===== config.mk =====
export PLATFORM = sky130hd
export DESIGN_NAME = i2s_tx_serializer
export DESIGN_NICKNAME = d
export VERILOG_FILES = /design/src/rtl/i2s_asrc_pkg.sv /design/src/rtl/i2s_tx_fifo.sv /design/src/rtl/i2s_tx_serializer.sv
export SDC_FILE = /design/constraint.sdc
export NUM_CORES = 1
export LEC_CHECK = 0
export ABC_CLOCK_PERIOD_IN_PS = 4500
export CORE_MARGIN = 2
export CORE_UTILIZATION = 45
export DETAILED_ROUTE_END_ITERATION = 8
export PLACE_DENSITY = 0.65
export SYNTH_ARGS = -nofsm -noshare
export SYNTH_HDL_FRONTEND = slang
export SYNTH_SLANG_ARGS = --single-unit

===== constraint.sdc =====
create_clock -name AMCLK_i -period 4.5 [get_ports AMCLK_i]
set_clock_uncertainty 0.15 [all_clocks]
set_input_delay 0.675 -clock AMCLK_i [delete_from_list [all_inputs] [get_ports AMCLK_i]]
set_output_delay 0.675 -clock AMCLK_i [all_outputs]
set_load 0.02 [all_outputs]

===== src/rtl/i2s_asrc_pkg.sv =====
// Shared constants and types for the I2S transmit path.
// The left-justified output format is selected in i2s_tx_serializer with I2S_TX_LJ_EN.
package i2s_asrc_pkg;

    localparam int DATA_W    = 24;
    localparam int SLOT_W    = 32;
    localparam int FRAME_BCK = 64;
    localparam int LOAD_BIT  = 63;
    localparam int BIT_W     = $clog2(FRAME_BCK);

    typedef struct packed {
        logic signed [DATA_W-1:0] left;
        logic signed [DATA_W-1:0] right;
    } stereo_t;

endpackage


===== src/rtl/i2s_tx_fifo.sv =====
// Small synchronous sample FIFO; dout is registered and valid the cycle after rd.
// Reads of an empty FIFO and writes to a full FIFO (without a same-cycle read) are ignored.
module i2s_tx_fifo #(
    parameter int DEPTH = 4,
    parameter int WIDTH = 48
) (
    input  logic                       i_clk,
    input  logic                       i_rst,
    input  logic                       wr,
    input  logic                       rd,
    input  logic [WIDTH-1:0]           din,
    output logic [WIDTH-1:0]           dout,
    output logic                       full,
    output logic                       empty,
    output logic [$clog2(DEPTH):0]     level
);
    localparam int AW = $clog2(DEPTH);
    localparam logic [AW:0] FULL_LVL = (AW+1)'(DEPTH);

    logic [WIDTH-1:0] r_mem [DEPTH];
    logic [AW-1:0]    r_wptr;
    logic [AW-1:0]    r_rptr;
    logic [AW:0]      r_level;
    logic [WIDTH-1:0] r_dout;
    logic             w_rd_en;
    logic             w_wr_en;

    assign w_rd_en = rd && (r_level != '0);
    assign w_wr_en = wr && ((r_level != FULL_LVL) || w_rd_en);

    // Storage array; contents are don't-care once the pointers are reset
    always_ff @(posedge i_clk) begin
        if (w_wr_en) begin
            r_mem[r_wptr] <= din;
        end
    end

    // Pointers, occupancy and registered read data
    always_ff @(posedge i_clk) begin
        if (i_rst) begin
            r_wptr  <= '0;
            r_rptr  <= '0;
            r_level <= '0;
            r_dout  <= '0;
        end else begin
            if (w_wr_en) begin
                r_wptr <= r_wptr + 1'b1;
            end
            if (w_rd_en) begin
                r_dout <= r_mem[r_rptr];
                r_rptr <= r_rptr + 1'b1;
            end
            case ({w_wr_en, w_rd_en})
                2'b10:   r_level <= r_level + 1'b1;
                2'b01:   r_level <= r_level - 1'b1;
                default: r_level <= r_level;
            endcase
        end
    end

    assign dout  = r_dout;
    assign full  = (r_level == FULL_LVL);
    assign empty = (r_level == '0);
    assign level = r_level;

endmodule


===== src/rtl/i2s_tx_serializer.sv =====
// Serialises buffered 24-bit stereo pairs onto a 64-BCK I2S frame.
// Define I2S_TX_LJ_EN for left-justified WS timing; default is Philips I2S.
module i2s_tx_serializer
    import i2s_asrc_pkg::*;
#(
    parameter int BCK_DIV    = 4,
    parameter int FIFO_DEPTH = 4
) (
    input  logic                          AMCLK_i,
    input  logic                          ARST_i,
    input  logic signed [DATA_W-1:0]      APSDATA_LEFT_i,
    input  logic signed [DATA_W-1:0]      APSDATA_RIGHT_i,
    input  logic                          APDATA_VALID_i,
    input  logic                          downsample_2x_i,
    input  logic                          STATUS_CLR_i,
    output logic                          I2S_BCK,
    output logic                          I2S_WS,
    output logic                          I2S_DATA,
    output logic [$clog2(FIFO_DEPTH):0]   FIFO_LEVEL_o,
    output logic                          UNDERFLOW_o,
    output logic                          OVERFLOW_o
);
    localparam int DIV_W = (BCK_DIV > 1) ? $clog2(BCK_DIV) : 1;
    localparam logic [DIV_W-1:0] DIV_LAST  = DIV_W'(BCK_DIV - 1);
    localparam logic [BIT_W-1:0] BIT_LOAD  = BIT_W'(LOAD_BIT);
    localparam logic [BIT_W-1:0] BIT_RESET = BIT_W'(LOAD_BIT - 1);

    // WS level for the slot that bit b is about to present
    function automatic logic ws_for_bit(input logic [BIT_W-1:0] b);
`ifdef I2S_TX_LJ_EN
        return (b < BIT_W'(SLOT_W));
`else
        return (b >= BIT_W'(SLOT_W - 1)) && (b != BIT_W'(FRAME_BCK - 1));
`endif
    endfunction

    // Serial bit for slot position b: MSB-first sample, zero padding elsewhere
    function automatic logic data_for_bit(input stereo_t s, input logic [BIT_W-1:0] b);
        logic r;
        r = 1'b0;
        if (b < BIT_W'(DATA_W)) begin
            r = s.left[5'(DATA_W - 1) - b[4:0]];
        end else if ((b >= BIT_W'(SLOT_W)) && (b < BIT_W'(SLOT_W + DATA_W))) begin
            r = s.right[5'(DATA_W - 1) - b[4:0]];
        end
        return r;
    endfunction

    logic [DIV_W-1:0]    r_div_cnt;
    logic                r_bck;
    logic [BIT_W-1:0]    r_bit_cnt;
    logic                r_ws;
    logic                r_data;
    logic                r_phase;
    logic                r_primed;
    logic                r_pop_p1;
    stereo_t             r_hold;
    logic                r_underflow;
    logic                r_overflow;

    logic                w_tick;
    logic                w_fall;
    logic [BIT_W-1:0]    w_bit_nxt;
    logic                w_load;
    logic                w_rd;
    logic                w_wr_req;
    logic                w_wr;
    logic                w_full;
    logic                w_empty;
    logic                w_unf_set;
    logic                w_ovf_set;
    logic [2*DATA_W-1:0] w_fifo_din;
    logic [2*DATA_W-1:0] w_fifo_dout;

    assign w_tick    = (r_div_cnt == DIV_LAST);
    assign w_fall    = w_tick && r_bck;
    assign w_bit_nxt = r_bit_cnt + 1'b1;
    assign w_load    = w_fall && (w_bit_nxt == BIT_LOAD);
    assign w_rd      = w_load && !w_empty;
    // Decimator keeps the strobe seen on phase 0 and drops the one on phase 1
    assign w_wr_req  = APDATA_VALID_i && (!downsample_2x_i || !r_phase);
    // A full FIFO still accepts when the frame load frees a slot this cycle
    assign w_wr      = w_wr_req && (!w_full || w_rd);
    assign w_ovf_set = w_wr_req && w_full && !w_rd;
    assign w_unf_set = w_load && w_empty && r_primed;
    assign w_fifo_din = {APSDATA_LEFT_i, APSDATA_RIGHT_i};

    i2s_tx_fifo #(
        .DEPTH (FIFO_DEPTH),
        .WIDTH (2*DATA_W)
    ) u_fifo (
        .i_clk (AMCLK_i),
        .i_rst (ARST_i),
        .wr    (w_wr),
        .rd    (w_rd),
        .din   (w_fifo_din),
        .dout  (w_fifo_dout),
        .full  (w_full),
        .empty (w_empty),
        .level (FIFO_LEVEL_o)
    );

    // BCK divider: BCK toggles every time div_cnt wraps
    always_ff @(posedge AMCLK_i) begin
        if (ARST_i) begin
            r_div_cnt <= '0;
            r_bck     <= 1'b0;
        end else if (w_tick) begin
            r_div_cnt <= '0;
            r_bck     <= ~r_bck;
        end else begin
            r_div_cnt <= r_div_cnt + 1'b1;
        end
    end

    // Bit counter, WS and DATA all advance on the BCK falling edge
    always_ff @(posedge AMCLK_i) begin
        if (ARST_i) begin
            r_bit_cnt <= BIT_RESET;
            r_ws      <= 1'b0;
            r_data    <= 1'b0;
        end else if (w_fall) begin
            r_bit_cnt <= w_bit_nxt;
            r_ws      <= ws_for_bit(w_bit_nxt);
            r_data    <= data_for_bit(r_hold, w_bit_nxt);
        end
    end

    // Decimation phase follows every strobe; primed marks the first accepted write
    always_ff @(posedge AMCLK_i) begin
        if (ARST_i) begin
            r_phase  <= 1'b0;
            r_primed <= 1'b0;
        end else begin
            if (APDATA_VALID_i) begin
                r_phase <= ~r_phase;
            end
            if (w_wr_req) begin
                r_primed <= 1'b1;
            end
        end
    end

    // Hold regs capture the FIFO head one cycle after the frame-load pop
    always_ff @(posedge AMCLK_i) begin
        if (ARST_i) begin
            r_pop_p1 <= 1'b0;
            r_hold   <= '0;
        end else begin
            r_pop_p1 <= w_rd;
            if (r_pop_p1) begin
                r_hold <= stereo_t'(w_fifo_dout);
            end
        end
    end

    // Sticky status flags; a new event wins over a same-cycle clear
    always_ff @(posedge AMCLK_i) begin
        if (ARST_i) begin
            r_underflow <= 1'b0;
            r_overflow  <= 1'b0;
        end else begin
            if (w_unf_set) begin
                r_underflow <= 1'b1;
            end else if (STATUS_CLR_i) begin
                r_underflow <= 1'b0;
            end
            if (w_ovf_set) begin
                r_overflow <= 1'b1;
            end else if (STATUS_CLR_i) begin
                r_overflow <= 1'b0;
            end
        end
    end

    assign I2S_BCK     = r_bck;
    assign I2S_WS      = r_ws;
    assign I2S_DATA    = r_data;
    assign UNDERFLOW_o = r_underflow;
    assign OVERFLOW_o  = r_overflow;

endmodule


-- Word-level counts from Yosys, hierarchy flattened
Memories as Yosys holds them, arrays and structs flattened. A register that Yosys moved wholly into a read port is not among the register bits.
Cells that the tools add are included.
- $add $sub $neg: 7
- $lt $le $gt $ge: 5
- equal/unequal tests: 7
- mux-type cells: 12
- bitwise operators: 2
- reductions and logical operators: 27
- operators by type and width (operator ; number):
    $logic_and A1 B1 Y1 ; 13
    $bmux W1 S5 ; 2
    $mux W1 ; 9
    $add A2 B1 Y2 const B ; 3
    $add A6 B1 Y6 const B ; 1
    $eq A6 B6 Y1 const B ; 1
    $ge A6 B5 Y1 const B ; 1
    $ge A6 B6 Y1 const B ; 1
    $lt A5 B6 Y1 const B ; 1
    $lt A6 B5 Y1 const B ; 1
    $lt A6 B6 Y1 const B ; 1
    $ne A6 B6 Y1 const B ; 1
    $pmux W3 S2 ; 1
    $reduce_bool A2 Y1 ; 3
    $logic_not A1 Y1 ; 5
    $sub A5 B5 Y5 const A ; 1
    $eq A2 B2 Y1 const B ; 2
    $add A3 B1 Y3 const B ; 1
    $eq A3 B3 Y1 const B ; 1
    $logic_not A3 Y1 ; 1
    $logic_or A1 B1 Y1 ; 3
    $ne A3 B3 Y1 const B ; 1
    $reduce_bool A3 Y1 ; 1
    $sub A3 B1 Y3 const B ; 1
    3 further kinds ; 4
- bits in registers: 71
- memory bits (writable): 192
- input bits: 53
- word-level logic and storage cells: 76
- memories kept: 1
- memory list (name ; words ; width ; rd ports ; clocked after memory_dff ; wr ports ; line ; source):
    u_fifo.r_mem ; 4 ; 48 ; 1 ; 1 ; 1 ; i2s_tx_fifo.sv:20 ; logic [WIDTH-1:0] r_mem [DEPTH];

-- Logic depth before layout (Yosys ltp)
Gate-level depths: netlist of run 1.
- depth after elaboration: 9
- depth in mapped cells: 15

-- By module
From an unflattened synthesis of run 1, not the netlist that was laid out.
- cells, all modules: 697
- area total of the unflattened synthesis: 11863.9 µm²
- modules (own cells, without submodules) (module ; instances ; cells each ; area an instance (µm²)):
    i2s_tx_fifo ; 1 ; 421 ; 8942.3
    i2s_tx_serializer ; 1 ; 276 ; 2921.6

-- Worst setup path after synthesis of run 1
Ideal clock, no wire load.
- kind: reg-to-reg
- start: reg r_bit_cnt[1]
- end: mem u_fifo.r_mem[0][0], enable pin
- library setup time: 410 ps
- arrival: 2906 ps
- data required time: 3940 ps
- slack: 1033 ps
- stages on the path, launching flop included: 7
- path buffers: 0
- clock period less this slack: 3467 ps
- path through: dfxtp_1 ha_1 xor2_1 nand3_1 a2111oi_4 o21a_1 and2_1
- cells in the longest elaborated chain, start to end: 9
- elaborated cells on any way between the ends: 11
- classes of those cells: add/sub: 1; eq/ne: 1; mux: 2; reduce/logical: 7
- ends and longest elaborated chain (what ; line ; source):
    start: declaration ; i2s_tx_serializer.sv:51 ; logic [BIT_W-1:0] r_bit_cnt;
    start signal: assignment ; i2s_tx_serializer.sv:123 ; r_bit_cnt <= w_bit_nxt;
    $add A6 B1 Y6 * ; i2s_tx_serializer.sv:77 ; assign w_bit_nxt = r_bit_cnt + 1'b1;
    $eq A6 B6 Y1 * ; i2s_tx_serializer.sv:78 ; assign w_load = w_fall && (w_bit_nxt == BIT_LOAD);
    $logic_and A1 B1 Y1 * ; i2s_tx_serializer.sv:78 ;
    $logic_and A1 B1 Y1 * ; i2s_tx_serializer.sv:79 ; assign w_rd = w_load && !w_empty;
    $logic_or A1 B1 Y1 or $logic_and A1 B1 Y1 (tied branches) ; i2s_tx_serializer.sv:83, i2s_tx_fifo.sv:28 ;
    $logic_and A1 B1 Y1 or $logic_or A1 B1 Y1 (tied branches) ; i2s_tx_serializer.sv:83, i2s_tx_fifo.sv:29 ;
    $logic_and A1 B1 Y1 * ; i2s_tx_fifo.sv:29 ; assign w_wr_en = wr && ((r_level != FULL_LVL) || w_rd_en);
    $mux W1 * ; i2s_tx_fifo.sv:33 ; if (w_wr_en) begin
    $mux W1 (implied by the code) * ; i2s_tx_fifo.sv:34 ; r_mem[r_wptr] <= din;
    end: declaration ; i2s_tx_fifo.sv:20 ;
Every way passes the cells marked *; elsewhere a longest branch is shown, timed or not.

-- Worst setup path after layout of run 1
- start: reg r_bit_cnt[0]
- end: mem u_fifo.r_mem[0][40], enable pin
Same word-level chain as after synthesis.

==> impl_summary.md, run 1 <==
Clock tree
The post-cts gate resize count is 0. The H-tree generated during clock tree synthesis spans 2 levels. The number of buffers created by CTS is 34. The clock passes through at most 3 buffers. In this run the post-CTS setup repair buffer count came out at 0. The clock tree from TritonCTS is yes. Clock latency on the worst-skew pair, taken at its later pin, is 0.50 ns. After clock tree synthesis, the flow added hold-fix buffers numbering 0. The CTS clock-pin slew for the worst setup and hold paths is 0.06 ns. CTS placed an instance of clkbuf_16 at the clock tree root. The TritonCTS sink count is 311.

Synthesis
Counting flops with a built-in enable in the synthesized netlist gives 192. The leading register cell type out of synthesis is edfxtp_1. The post-synthesis mux area share is 0.157. The number of nets produced by synthesis is 855. The post-synthesis cell type count is 42. Synthesis handed over a netlist of 792 instances.

The mean instance size in the synthesized netlist is 14.9 um2. The combinational family with the most area after synthesis is multiplexers. The compound-cell area share of the yosys netlist is 0.0350. The share of the Yosys chip area taken by registers is 0.690.

The flop and latch count out of synthesis is 311. The share of synthesized cell area in and, or, nand and nor gates is 0.0736. Summing every instance area after synthesis gives 11800 um2.

The post-synthesis xor/xnor area fraction is 0.0111. Of the total synthesized cell area, the portion taken by full adders, half adders and majority gates is 0.0112. The fraction of synthesis flops using an asynchronous set or reset pin is 0.

The total of warnings raised by yosys is 0.

Critical path
The required time of the critical path is 4.53 ns. Traced cell by cell, the critical path runs through ha_1, xor2_1, nand3_1, a2111oi_4, o21a_1, and2_2, buf_4. The length in cells of the worst reg-to-reg path is 7.

Data on the critical path arrives at its endpoint at 3.60 ns. The worst setup path is captured at a flip-flop. The kind of start point of the critical path is a flip-flop. The worst stage delay on the critical path is 0.58 ns. Among all stages on the critical path, the largest delay is contributed by dfxtp_1. Along the worst path, the maximum fanout reaches 16. The worst setup path is of the reg -> reg kind. Setup slack on the worst reg-to-reg path comes out at 0.93 ns.

The endpoint identified for the worst register-to-register timing path is u_fifo.r_mem[0][40]$_DFFE_PP_. The worst register-to-register path begins at r_bit_cnt[0]$_SDFFE_PP0P_.

Place
The cell area reported after detailed placement is 12800 um2. The total half-perimeter wirelength after legalization and detailed placement is 13.4 mm. Prior to clock tree synthesis, the placed netlist has a worst setup slack of 0.929 ns. At the end of routability-driven placement, the weighted congestion stood at 0.767.

The placed instance count is 1149. The quantity of I/O buffers inserted on ports is 60.

Timing
Setup repair after global routing left no endpoint under its margin. The setup TNS is 0 ns. Of the available clock period, the critical path in the final layout requires 0.794. The number of hold-slack violations in the final timing report was 0. For the pin with the worst max-slew slack, the measured transition is 1.06 ns. Setup violations remaining at the end of the flow were counted as 0. The final critical path time including I/O delays and setup is 3.57 ns.

The worst path meets setup with 0.929 ns of slack. The worst pin sits at a relative slew slack of 0.291. For this run, the top clock speed supported by timing is 0.280 GHz. The number of max-slew violations in the final report was 0.

Floorplan
The starting density of the core is 0.456. In this run the horizontal extent of the chip is 166 um. The height of the chip is 166 um. The number of core rows is 59. The total area inside the core boundary comes to 25900 um2. The die covers 27500 um2.

Pin placement for this block handled 61 I/O pins.

Min path
Counting instances, the worst hold path has a depth of 1. The startpoint of the lowest-slack hold path is r_div_cnt[0]$_SDFF_PP0_. The worst hold path belongs to the class reg -> reg. For hold timing, the worst endpoint is r_div_cnt[0]$_SDFF_PP0_.

Routing
After detailed routing, the met2 layer carries 10.7 mm of wire. The routed wire length on met3 is 839 um. The via count normalized by instance count is 5.24.

Across all layers, the routed design uses 6342 vias. The first-pass detailed-route iteration total is 4. The number of antenna-violating nets in the routed design is 0. For this block, the initial DRC count from the detailed router was 406.

Routed signal wires occupy layers up through met4. In the routed design, unresolved DRC markers number 0. In the final routed layout, each cell accounts on average for 18.6 um.

The post-detailed-routing wire length is 22.5 mm. The post-route met1 wirelength is 10.5 mm.

Layout
The antenna diode instance count is 0. In the final layout, flip-flops and latches occupy 8150 um2. Measured on the finished design, the core utilization comes to 0.534. In the layout the commonest cells are edfxtp_1, dfxtp_1, nand2_1. The area of the multi-input gates is 3410 um2. The share of final-layout standard cells stronger than drive strength 1 is 0.156. After the last flow step, the layout net total stands at 913. The most common cell after layout, fill and taps aside is edfxtp_1. The number of fill cells is 2083. After routing the design area is 13800 um2. The number of non-filler instances in the completed layout is 1211.

The growth of design area from synthesis to finish is 17.2%.

Power and ir drop
The highest ir drop seen on vdd is 0.248 mV. Power spread over the standard cell area amounts to 436 nW/um2. The static power due to leakage is 4.41 nW.

Run status
The flow ran to the end, and the final reports show no timing, DRC or antenna violations.

GRT
The first global-routing pass estimated 35.8 mm of wire. Entering global routing, the biggest net connects 74 pins. The via count of the first global-routing pass came to 6416. The number of antenna violations at the first check in global routing came to 0. The global-route usage over all layers is 0.164. The remaining global-route overflow is 0.

Flow run
Max-cap violations in this run came to 0.
[metrics by stage]
stage	hold WS, ns	total power (W)
final	0.283	0.00604
after global routing	0.315	0.00625
after CTS	0.285	0.00611
after detailed placement	0.276	0.00347
after global placement	0.264	0.00347
after floorplan	0.254	0.00334
[report_power, final]
part           switching (W)  total [W]  internal, W
clock                0.00105    0.00263      0.00158
sequential         0.0000259    0.00316      0.00313
combinational       0.000139   0.000253     0.000114
[synthesized netlist by cell type, drive strengths merged (7+ instances only)]
library cell,instances,area [um2]
clkbuf,33,124
mux2i,55,551
nand3,10,55.1
nor2,65,244
mux4,57,1280
xnor2,7,61.3
and2,7,43.8
dfxtp,119,2380
edfxtp,192,5770
nand2,112,420
ha,9,113
buf,17,87.6
a21oi,54,270
inv,10,37.5
xor2,8,70.1
[metal layers]
layer | vias to the layer above | GRT usage
li1 | 3025 | -
met1 | 3162 | 0.233
met2 | 128 | 0.261
met3 | 27 | 0.0243
met4 | 0 | 0.0541
met5 | - | 0
[how the worst max path moves through the flow]
stage	startpoint	to	slack (ns)	cells past startpoint
2_1_floorplan	r_bit_cnt[1]$_SDFFE_PP1P_	u_fifo.r_mem[0][0]$_DFFE_PP_	1.03	6
3_3_place_gp	r_bit_cnt[0]$_SDFFE_PP0P_	u_fifo.r_mem[0][32]$_DFFE_PP_	1.01	7
3_5_place_dp	r_bit_cnt[0]$_SDFFE_PP0P_	u_fifo.r_mem[0][40]$_DFFE_PP_	0.93	7
4_1_cts	r_bit_cnt[0]$_SDFFE_PP0P_	u_fifo.r_mem[0][40]$_DFFE_PP_	0.89	7
5_1_grt	r_bit_cnt[0]$_SDFFE_PP0P_	u_fifo.r_mem[0][40]$_DFFE_PP_	0.66	7
6_report	r_bit_cnt[0]$_SDFFE_PP0P_	u_fifo.r_mem[0][40]$_DFFE_PP_	0.93	7
[layout make-up]
class	instances	share of cell area
clock buffer	50	0.0741
clock inverter	12	0.00434
inverter	11	0.00307
multi-input combinational	420	0.246
sequential	311	0.589
tap	335	0.0303
timing repair buffer	72	0.0525
[kinds of logic (layout without fill, tap and decap cells)]
| kind of cell | Yosys count | count (layout) |
|---|---|---|
| AOI/OAI and AO/OA | 71 | 71 |
| xor gates and xnor gates | 15 | 15 |
| adders and majority gates | 10 | 10 |
| buffers and inverters | 61 | 145 |
| DFF | 311 | 311 |
| muxes | 114 | 114 |
| and+or+nand+nor | 210 | 210 |
[registers in the layout, indices dropped and copies added (netlist names)]
name	cells
r_hold	48
OVERFLOW_o	1
r_primed	1
UNDERFLOW_o	1
I2S_WS	1
I2S_DATA	1
u_fifo.r_mem	192
I2S_BCK	1
u_fifo.r_rptr	2
r_phase	1
r_pop_p1	1
u_fifo.r_wptr	2
u_fifo.level	3
r_div_cnt	2
u_fifo.dout	48
r_bit_cnt	6
[worst max-delay path, delay by kind of cell, from the launching register on]
kind | cells | cell delay [ns]
and+or+nand+nor | 2 | 0.68
buffers and inverters | 1 | 0.35
DFF | 1 | 0.58
xor gates and xnor gates | 1 | 0.32
adders and majority gates | 1 | 0.35
AOI/OAI and AO/OA | 2 | 0.79
No activity file was read; power rests on OpenSTA's default activity.
==> run 2, diff against run 1 <==
--- a/config.mk
+++ b/config.mk
@@ -5,7 +5,7 @@
 export SDC_FILE = /design/constraint.sdc
 export NUM_CORES = 1
 export LEC_CHECK = 0
-export ABC_CLOCK_PERIOD_IN_PS = 4500
+export ABC_CLOCK_PERIOD_IN_PS = 3300
 export CORE_MARGIN = 2
 export CORE_UTILIZATION = 45
 export DETAILED_ROUTE_END_ITERATION = 8
==> constraint.sdc (replaced) <==
create_clock -name AMCLK_i -period 3.3 [get_ports AMCLK_i]
set_clock_uncertainty 0.15 [all_clocks]
set_input_delay 0.495 -clock AMCLK_i [delete_from_list [all_inputs] [get_ports AMCLK_i]]
set_output_delay 0.495 -clock AMCLK_i [all_outputs]
set_load 0.02 [all_outputs]
==> run 2 against run 1 <==
Hold slack got worse by 0.068 ns. Register-to-register slack got worse by 0.67 ns. Largest power group unchanged. Non-clock buffer count increased by 12. Sequential cell count unchanged. Routed wire length decreased by 5.4%. Maximum frequency increased by 17%. Sequential power increased by 36%. Highest routed layer unchanged. Setup slack got worse by 0.67 ns. First-iteration DRC count decreased by 21%. Power increased by 33%.
==> impl_summary.md, run 2 (synthesis results as in run 1) <==
Critical path
The data arrival at the endpoint of the critical path was 3.38 ns (-0.22 ns). The slowest stage of the critical path is the dfxtp_1 cell. The endpoint identified for the worst register-to-register timing path is u_fifo.level[2]$_SDFFE_PP0P_.

The largest fanout of any net on the critical path is 7 (-9). The nature of the critical path endpoint is a flip-flop. The most prevalent standard cell on the critical path is xor2_1. The critical path is of the reg -> reg type. The kind of start point of the critical path is a flip-flop. The startpoint of the lowest-slack register-to-register path is r_bit_cnt[1]$_SDFFE_PP1P_.

The worst stage delay on the critical path is 0.45 ns (-0.13 ns). The internal reg-to-reg setup slack is 0.25 ns (-0.67 ns). Walking the worst path, the cells encountered are ha_2, xor2_1, nand3_1, a2111oi_4, nand2b_2, clkinv_2, ha_1, inv_1, fa_1, xor2_1, or3_1, a21oi_1. The length in cells of the worst reg-to-reg path is 12 (+5).

The required time of the critical path is 3.64 ns (-0.89 ns).

Min path
The path with the worst hold slack has its endpoint at u_fifo.r_wptr[0]$_SDFFE_PP0P_. The hold path depth is 2 (+1). The startpoint identified for the worst hold timing path is ARST_i. The classification of the worst-slack hold path is in -> reg.

Power and ir drop
The sequential share of power is 0.538 (+0.015). The static power due to leakage is 4.43 nW (+0.45%). The total power per unit cell area is 576 nW/um2 (+32%).

The switching power summed over all nets is 0.00159 W (+31%). The clock network fraction of total power came to 0.419 (-0.016). The switching share of total power was 0.198 (-0.00297). The highest ir drop seen on vdd came to 0.492 mV (+98%). The total internal power is 0.00642 W (+33%).

The power share of the combinational group is 0.043 (about the same).

Layout
The net count reported at finish is 922 (+0.99%). The antenna diode instance count is 0 (unchanged). The area of the multi-input gates is 3410 um2 (about the same). The flip-flop and latch area is 8150 um2 (unchanged).

The number of flip-flops in the largest register is 192 (unchanged). The largest register by flop count is u_fifo.r_mem. The library cells used most frequently in the layout, excluding fill and tap cells, are edfxtp_1, dfxtp_1, nand2_1. From synthesis to final layout, the design area changed by 17.6%. The number of non-filler instances in the completed layout is 1219 (+0.66%).

The share of final-layout standard cells stronger than drive strength 1 came to 0.161 (+0.00424). The number of fill cells was 2091 (+0.38%). The most common cell after layout, fill and taps aside is edfxtp_1.

GRT
The number of antenna violations at the first check in global routing came to 0 (unchanged). The maximum number of pins on one net before global-route repair is 52 (-30%). The global-route usage over all layers is 0.154 (-0.00935). The remaining global-route overflow is 0 (unchanged). The first-pass GRT wire length came to 34.1 mm (-4.7%). The via count of the first global-routing pass is 6462 (+0.72%).

Floorplan
The height of the chip is 166 um (unchanged). The starting density of the core was 0.456 (unchanged). The overall die area is 27500 um2 (unchanged). The count of pins on the block boundary is 61 (unchanged). The area of the placeable core is 25900 um2 (unchanged). The number of core rows is 59 (unchanged). The die extent in x is 166 um (unchanged).

Routing
The number of antenna-violating nets in the routed design was 0 (unchanged). The vias after detailed routing is 6347 (+0.079%). Signal routing reaches up to met4.

The post-detailed-routing wire length is 21.3 mm (-5.4%). The wire length per cell was 17.4 um (-6.0%). The remaining routing DRC violations came to 0 (unchanged). The met2 wire length is 9.96 mm (-6.8%). The number of DRC markers after the initial detailed-route iteration is 321 (-21%). The first-pass detailed-route iteration total was 4 (unchanged). The via count normalized by instance count is 5.21 (-0.58%). The post-route met1 wirelength is 9.97 mm (-5.5%). The routed wire length on met3 is 953 um (+14%).

Timing
The final critical path time including I/O delays and setup is 3.05 ns (-0.525 ns). The number of max-slew violations in the final report is 0 (unchanged). Setup repair after global routing left no endpoint under its margin. The number of hold-slack violations in the final timing report is 0 (unchanged). The headroom to the max-slew limit is 0.477 (+0.186). The slew at the pin closest to its max-slew limit is 0.784 ns (-0.279 ns).

The maximum achievable frequency is 0.328 GHz (+17%). The final number of setup-violating endpoints came to 0 (unchanged). The setup TNS is 0 ns (unchanged). The final cycle utilization of the critical path is 0.923 (+0.129).

Place
The placed instance count is 1159 (+0.87%). The final weighted congestion in routability-driven placement came to 0.787 (+2.6%). The total half-perimeter wirelength after legalization and detailed placement is 13.3 mm (-0.64%).

The quantity of I/O buffers inserted on ports came to 60 (unchanged).

Clock tree
The level count of the clock H-tree is 1 (-1). The clock tree from TritonCTS is yes. The maximum buffer depth of the clock tree is 3 (unchanged). The cts-stage hold buffer count is 0 (unchanged). The number of buffers created by CTS is 31 (-8.8%).

The source-to-sink clock delay at the later pin of the worst-skew pair is 0.55 ns (+0.05 ns). The TritonCTS sink count came to 311 (unchanged). The CTS clock-pin slew for the worst setup and hold paths was 0.06 ns (about the same). The cell sitting at the root of the clock tree is a clkbuf_16.

Flow run
The max-cap violation count is 0 (unchanged).

Run status
The flow ran to the end, and the final reports show no timing, DRC or antenna violations.
## run 2: routing by layer
metal  global-route usage  up-vias
met5                    0        -
met4               0.0457        0
met3               0.0253       26
met2                0.255      121
met1                0.213     3153
li1                     -     3047
## run 2: power groups by stage
stage / Clock (W) / Sequential [W] / Combinational [W]
after floorplan: 0 / 0.00438 / 0.000173
after global placement: 0 / 0.00438 / 0.000350
after detailed placement: 0 / 0.00439 / 0.000354
after CTS: 0.00344 / 0.00430 / 0.000356
after global routing: 0.00360 / 0.00431 / 0.000379
final: 0.00336 / 0.00430 / 0.000346
## run 2: stage by stage
| stage | worst slack (ns) | util | area [um2] | power [W] | hold WS [ns] |
|---|---|---|---|---|---|
| floorplan | 0.0755 | - | 11800 | 0.00455 | 0.254 |
| global placement | 0.244 | 0.497 | 12900 | 0.00473 | 0.261 |
| detailed placement | 0.136 | 0.497 | 12900 | 0.00474 | 0.271 |
| CTS | 0.0720 | 0.535 | 13900 | 0.00810 | 0.192 |
| global route | 0.0314 | 0.536 | 13900 | 0.00829 | 0.220 |
| finish | 0.254 | 0.536 | 13900 | 0.00800 | 0.216 |
## run 2: layout make-up
| class | count | share of cell area |
|---|---|---|
| tap | 335 | 0.0302 |
| clock buffer | 44 | 0.0630 |
| inverter | 11 | 0.00306 |
| timing repair buffer | 84 | 0.0624 |
| clock inverter | 14 | 0.00838 |
| sequential | 311 | 0.587 |
| multi-input combinational | 420 | 0.246 |
## run 2: how the worst max path moves through the flow
stage | from | endpoint | slack (ns) | depth (start not counted)
floorplan | r_bit_cnt[1]$_SDFFE_PP1P_ | u_fifo.level[2]$_SDFFE_PP0P_ | 0.08 | 14
global placement | r_bit_cnt[1]$_SDFFE_PP1P_ | u_fifo.level[2]$_SDFFE_PP0P_ | 0.24 | 12
detailed placement | r_bit_cnt[1]$_SDFFE_PP1P_ | u_fifo.level[2]$_SDFFE_PP0P_ | 0.14 | 12
CTS | r_bit_cnt[1]$_SDFFE_PP1P_ | u_fifo.level[2]$_SDFFE_PP0P_ | 0.07 | 12
global route | r_bit_cnt[1]$_SDFFE_PP1P_ | u_fifo.level[2]$_SDFFE_PP0P_ | 0.03 | 12
finish | r_bit_cnt[1]$_SDFFE_PP1P_ | u_fifo.level[2]$_SDFFE_PP0P_ | 0.25 | 12
## run 2: repair_timing
action | in CTS | in global routing
setup endpoints to repair | 0 | 1
resized for setup | 0 | 1
setup buffers | 0 | 2
## run 2: worst max-delay path: cells and delay by family, from the launching register on
kind | cells | cell delay (ns)
compound gates | 2 | 0.45
xor+xnor | 2 | 0.39
fa+ha+maj | 3 | 0.83
buf+inv | 2 | 0.12
flops | 1 | 0.45
simple gates | 3 | 0.59
